File: src/rtl/prod_accum.sv
// prod_accum -- accumulates bursts of unsigned 16-bit products into a
// saturating ACC_W-bit sum, then holds the completed result until the
// downstream consumer takes it.
//
// Parameters
//   ACC_W       accumulator width in bits (16..32)
//
// Ports
//   clk         single clock, rising edge
//   rst_n       synchronous active-low reset
//   prod        unsigned 8x8 product from upstream multiplier
//   prod_valid  prod / prod_last valid this cycle
//   prod_last   final product of the burst
//   prod_ready  block accepts a product this cycle (IDLE/ACCUM)
//   acc_out     accumulated burst sum (saturating)
//   acc_cnt     products in the burst, saturating at 255
//   acc_ovf     sticky saturation flag for the burst
//   acc_valid   acc_out/acc_cnt/acc_ovf hold a completed result
//   acc_ready   downstream accepts the result this cycle
module prod_accum #(
  parameter int unsigned ACC_W = 24
) (
  input  logic             clk,
  input  logic             rst_n,
  input  logic [15:0]      prod,
  input  logic             prod_valid,
  input  logic             prod_last,
  output logic             prod_ready,
  output logic [ACC_W-1:0] acc_out,
  output logic [7:0]       acc_cnt,
  output logic             acc_ovf,
  output logic             acc_valid,
  input  logic             acc_ready
);

  typedef enum logic [1:0] {
    S_IDLE  = 2'd0,
    S_ACCUM = 2'd1,
    S_DONE  = 2'd2
  } state_e;

  state_e           state_q, state_d;
  logic [ACC_W-1:0] acc_q,   acc_d;
  logic [7:0]       cnt_q,   cnt_d;
  logic             ovf_q,   ovf_d;
  logic             ready_q, ready_d;
  logic             valid_q, valid_d;

  logic             in_xfer;
  logic             out_xfer;
  logic [ACC_W:0]   sum;
  logic             sat;

  assign in_xfer  = prod_valid & ready_q;
  assign out_xfer = valid_q & acc_ready;

  // One extra bit catches the carry out of the accumulator.
  assign sum = {1'b0, acc_q} + (ACC_W+1)'(prod);
  assign sat = sum[ACC_W];

  always_comb begin
    state_d = state_q;
    acc_d   = acc_q;
    cnt_d   = cnt_q;
    ovf_d   = ovf_q;

    unique case (state_q)
      S_IDLE: begin
        if (in_xfer) begin
          acc_d   = ACC_W'(prod);
          cnt_d   = 8'd1;
          ovf_d   = 1'b0;
          state_d = prod_last ? S_DONE : S_ACCUM;
        end
      end
      S_ACCUM: begin
        if (in_xfer) begin
          acc_d   = sat ? '1 : sum[ACC_W-1:0];
          ovf_d   = ovf_q | sat;
          cnt_d   = (cnt_q == 8'hFF) ? cnt_q : cnt_q + 8'd1;
          state_d = prod_last ? S_DONE : S_ACCUM;
        end
      end
      S_DONE: begin
        if (out_xfer) begin
          state_d = S_IDLE;
        end
      end
      default: state_d = S_IDLE;
    endcase

    // Handshake outputs are registered copies decoded from the next state,
    // so they change on the same edge as the state itself.
    ready_d = (state_d != S_DONE);
    valid_d = (state_d == S_DONE);
  end

  always_ff @(posedge clk) begin
    if (!rst_n) begin
      state_q <= S_IDLE;
      acc_q   <= '0;
      cnt_q   <= '0;
      ovf_q   <= 1'b0;
      ready_q <= 1'b1;
      valid_q <= 1'b0;
    end else begin
      state_q <= state_d;
      acc_q   <= acc_d;
      cnt_q   <= cnt_d;
      ovf_q   <= ovf_d;
      ready_q <= ready_d;
      valid_q <= valid_d;
    end
  end

  assign prod_ready = ready_q;
  assign acc_valid  = valid_q;
  assign acc_out    = acc_q;
  assign acc_cnt    = cnt_q;
  assign acc_ovf    = ovf_q;

endmodule
File: config.mk
export PLATFORM = sky130hd
export DESIGN_NAME = prod_accum
export DESIGN_NICKNAME = d
export VERILOG_FILES = /design/src/rtl/prod_accum.sv
export SDC_FILE = /design/constraint.sdc
export NUM_CORES = 1
export LEC_CHECK = 0
export ABC_CLOCK_PERIOD_IN_PS = 3100
export CAP_MARGIN = 20
export CORE_ASPECT_RATIO = 0.7
export CORE_MARGIN = 1.5
export CORE_UTILIZATION = 45
export DETAILED_ROUTE_END_ITERATION = 8
export GPL_ROUTABILITY_DRIVEN = 0
export PLACE_DENSITY = 0.73
export SYNTH_ARGS = -nofsm -noshare
export SYNTH_HDL_FRONTEND = slang
export SYNTH_SLANG_ARGS = --single-unit
export TNS_END_PERCENT = 50
File: constraint.sdc
create_clock -name clk -period 3.1 [get_ports clk]
set_input_delay 0.62 -clock clk [delete_from_list [all_inputs] [get_ports clk]]
set_output_delay 0.62 -clock clk [all_outputs]
set_load 0.1 [all_outputs]
After elaboration in Yosys (flattened, before gate mapping). Cells that the tools add are included.

Register bits after elaboration: 37. Bits in latches: 0. Bits in writable memories: 0. ROM bits: 0. Input bits: 21. Logic and storage cells: 39. Memories kept: 0.

Add/sub/neg operators: 2. Multiply operators: 0. Div/mod/pow operators: 0. $lt $le $gt $ge: 0. Eq/ne operators: 8. Shift operators: 0. Muxes and demuxes: 15. Bitwise gates (word level): 3. Reductions and logical operators: 5.

Operator list (number): $mux 24 (3); $pmux 24 s2 (1); $add 24x16->25 (1); $mux 8 (3); $pmux 8 s2 (1); $add 8x1->8 const B (1); $eq 8x8->1 const B (1); $ne 2x2->1 const B (4); $mux 2 (3); $eq 2x2->1 const B (2); $pmux 2 s2 (1); $reduce_and 4->1 (1); $reduce_and 3->1 (1); $and 1x1->1 (2); $eq 2x1->1 const B (1); $logic_not 2->1 (1); $mux 1 (2); $pmux 1 s2 (1); $reduce_bool 2->1 (1); $reduce_or 2->1 (1); $or 1x1->1 (1).

Longest topological paths before layout.
Depth in word-level cells: 4. Gate-level depth with buffers: 11. Gate-level depth less buffers: 10.

Worst setup path after synthesis. No wires, ideal clock.

Kind: register -> register. Start: reg acc_q[0], in the netlist acc_out[0]. End: reg acc_q[14], in the netlist acc_out[14]. Setup time: 0.061 ns. Arrival time: 2.929 ns. Path slack: 0.110 ns. Stages on the path, launching flop included: 12. Buffers on the path: 1. Period minus slack after synthesis: 2.990 ns. Path through: dfxtp_1 -> ha_1 -> inv_1 -> fa_1 -> nor2b_1 -> o311a_1 -> nor2_1 -> a221o_2 -> nand3b_4 -> buf_12 -> o221ai_2 -> nand2_1.

Longest elaborated chain between the ends: 4.

RTL lines: start, declared (RTL line 43) `logic [ACC_W-1:0] acc_q, acc_d;`; start signal, assigned (RTL line 101) `acc_q <= '0;`; start signal, assigned (RTL line 108) `acc_q <= acc_d;`; $add 24x16->25 (RTL line 58) `assign sum = {1'b0, acc_q} + (ACC_W+1)'(prod);`; $mux 24 (RTL line 78) `acc_d = sat ? '1 : sum[ACC_W-1:0];`; $mux 24 (RTL line 77) `if (in_xfer) begin`; $pmux 24 s2 (RTL line 67) `unique case (state_q)`.

Every way passes these cells. The select of a mux whose other input is x is not followed. A chain may end at the register's enable or synchronous reset.

Worst setup path in the final report.
Start: in prod[0]. End: reg acc_q[22], in the netlist acc_out[22].

Longest elaborated chain between the ends: 4.

RTL lines: start, declared (RTL line 25) `input logic [15:0] prod,`; $add 24x16->25 (RTL line 58); $mux 24 (RTL line 78); $mux 24 (RTL line 77); $pmux 24 s2 (RTL line 67).

Every way passes these cells. The select of a mux whose other input is x is not followed.

==> results.txt <==
critical path cell sequence - clkdlybuf4s50_1 -> ha_1 -> inv_1 -> fa_1 -> nor2b_1 -> o311a_1 -> nor2_1 -> a22oi_1 -> and3_1 -> a21oi_1 -> a211oi_1
CTS tree - built
DRT iter0 DRCs - 105
Mapped Cells - 291
FMAX - 350 MHz
worst hold endpoint - acc_out[9]
Hold WC Path Type - flip-flop to flip-flop
CTS Buffer Depth - 2
pwr/cell area - 500 nW/µm²
clock power share - 31.7%
post-synth top area share - 29.8%
commonest non-fill, non-tap cells in the layout - buf_4 (53), nand2_1 (43), dfxtp_1 (37)
Die X-Extent - 91.9 µm
Util after Layout - 61.9%
Nets - 401
fin area - 3270 µm²
Placed Area - 3130 µm²
EDFF count, synth - 0
Via density - 5.52
Filler cells - 475
measured slew at the worst slew-check pin - 479 ps
RR Endpoint - acc_out[22]
R2R setup slack - 700 ps
met2 WL - 2.59 mm
ys flop type - dfxtp_1
WHS - 457 ps
# rows - 22
Slew HR - 67.9%
synthesized cell area - 2490 µm²
Antenna diodes - 0
Post-Layout Cell Count - 435
switching part of the total - 37.4%
multi-input combinational cell area - 1650 µm²
num ports - 56
Worst-Skew Late Latency - 300 ps
worst clock skew - 11.1 ps
worst-path fanout max - 4
layout cells sized above 1 - 23.1%
FF-to-FF path depth - 10
Worst VDD drop - 0.290 mV
CP required - 3310 ps
leakage - 1.41 nW
Net Sw Power - 0.612 mW
Core Area - 5290 µm²
largest net degree at the start of global routing - 25
register area share after synthesis - 29.8%
Hold Path Stages - 2
H-tree Lvls - 2
combinational power share - 36.2%
die height - 65.2 µm
RSZ-0062 raised after global routing - no
design internal power - 1.02 mW
top post-synthesis cells by area - dfxtp_1 (30%), ha_1 (8.5%), nand2_1 (6.5%), o221ai_2 (6.0%), nor2_1 (3.8%)
YS warnings - 0
slowest stage delay, CP - 500 ps
Tcrit/Tclk final - 92.2%
min-delay src - acc_out[9]
Root Driver - clkbuf_8
endpoint class of the critical path - flip-flop
die area - 5990 µm²
# port buffers - 55
final slew viol count - 0
Setup crit start kind - input port
drt wl/cell - 14.0 µm
RR Startpoint - acc_out[0]
Post-route DRC - 0
Initial Util - 47.1%
M1 WL - 3.13 mm
initial antenna violation count - 0
PostCTS Resize Cnt - 0
first-pass detailed-route iteration total - 4
Overflow after GRT - 0
Setup CP Type - input port to flip-flop
placed cells - 427
Worst EP arrival - 3070 ps
async set or reset register ratio after synthesis - 0%
Seq pwr share - 32.0%
Final min period - 2860 ps
Routed Antenna Nets - 0
buffers and inverters on the worst path - 2
area grow syn2layout - 31.5%
CTS sink count - 37
Post-Route WL - 6.11 mm
mean post-synth cell area - 8.55 µm²
cell taking the most area after synthesis - dfxtp_1
Setup-failing EPs final - 0
Syn Nets - 330
CTS Buf Count - 5
Crit path max-delay family - compound AO/OA/AOI/OAI gates
slowest CP cell - clkdlybuf4s50_1
post-synth cell types - 59
max layer used - met4
GRT Total Usage - 21.5%
status - completed
Post-DP HPWL - 4.71 mm
met3 WL - 349 µm
vias in the first global route - 2271
#FFs+latches synth - 37
post-CTS setup buffer count - 0
Max Cap Viol - 0
clk slew on worst S/H paths - 80 ps
Final Hold Viols - 0
hold buffer count at CTS - 0
first-pass GRT wire length - 10.4 mm
total number of vias - 2403
Sequential Area - 741 µm²
commonest non-fill, non-tap cell in the layout - buf_4
state kept, by name, summed over array words and instances, names as in the netlist:
signal	flops
acc_cnt	8
acc_out	24
acc_ovf	1
acc_valid	1
prod_ready	1
state_q	2
layer usage:
layer | up-vias | GRT usage [%]
li1 | 1239 | -
met1 | 1097 | 30.9
met2 | 61 | 32.8
met3 | 6 | 4.17
met4 | 0 | 5.77
met5 | - | 0
worst max-delay path by stage:
| stage | startpoint | to | depth (start not counted) |
|---|---|---|---|
| 6_report | prod[0] | acc_out[22] | 11 |
| 5_1_grt | prod[0] | acc_out[22] | 11 |
| 4_1_cts | prod[0] | acc_out[22] | 11 |
| 3_5_place_dp | prod[0] | acc_out[22] | 11 |
| 3_3_place_gp | prod[0] | acc_out[17] | 11 |
| 2_1_floorplan | acc_out[0] | acc_out[14] | 11 |
power groups by stage:
stage | logic (mW) | clock network, mW | registers [mW]
floorplan | 0.268 | 0 | 0.704
global placement | 0.581 | 0 | 0.534
detailed placement | 0.590 | 0 | 0.535
CTS | 0.592 | 0.530 | 0.524
global route | 0.635 | 0.553 | 0.528
finish | 0.593 | 0.519 | 0.524
tightest hold or removal path, cell delays in order, from the launching register on:
cell and delay [ps]:
dfxtp_1 330, nand2_1 50, nand2_1 40
kinds of logic after synthesis:
family	share of synthesized area, %
AND/OR/NAND/NOR	20.9
XOR/XNOR	5.98
multiplexers	0.804
flip-flops	29.8
adder cells (fa/ha/maj)	9.35
AO/OA/AOI/OAI	29.3
buffers and inverters	3.87
final cells by class:
| cell class | instances | share of cell area (%) |
|---|---|---|
| multi-input combinational | 235 | 50.5 |
| tap | 72 | 2.75 |
| clock buffer | 5 | 2.10 |
| inverter | 9 | 1.03 |
| timing repair buffer | 74 | 18.9 |
| sequential | 37 | 22.6 |
| clock inverter | 3 | 2.10 |
through the flow:
step	power (mW)	setup slack [ps]	TNS [ps]
6_report	1.64	241	0
3_5_place_dp	1.12	-32.3	-109
3_3_place_gp	1.12	54.7	0
5_1_grt	1.72	72.7	0
2_1_floorplan	0.971	110	0
4_1_cts	1.65	264	0
synth_stat cells, types with 3 or more instances:
| cell type | n |
|---|---|
| nand2_1 | 43 |
| dfxtp_1 | 37 |
| nor2_1 | 25 |
| a21oi_1 | 17 |
| ha_1 | 17 |
| o21ai_0 | 10 |
| o221ai_2 | 10 |
| nor3_1 | 9 |
| xor2_1 | 9 |
| and3_1 | 8 |
| inv_1 | 8 |
| xnor2_1 | 8 |
| nand3_1 | 7 |
| a21o_1 | 6 |
| a211oi_1 | 5 |
| nand4_1 | 5 |
| a31oi_1 | 4 |
| buf_2 | 4 |
| clkbuf_1 | 4 |
| o221ai_1 | 4 |
| o21ai_1 | 3 |
| or3_1 | 3 |
Power figures use the tool's default switching activity.
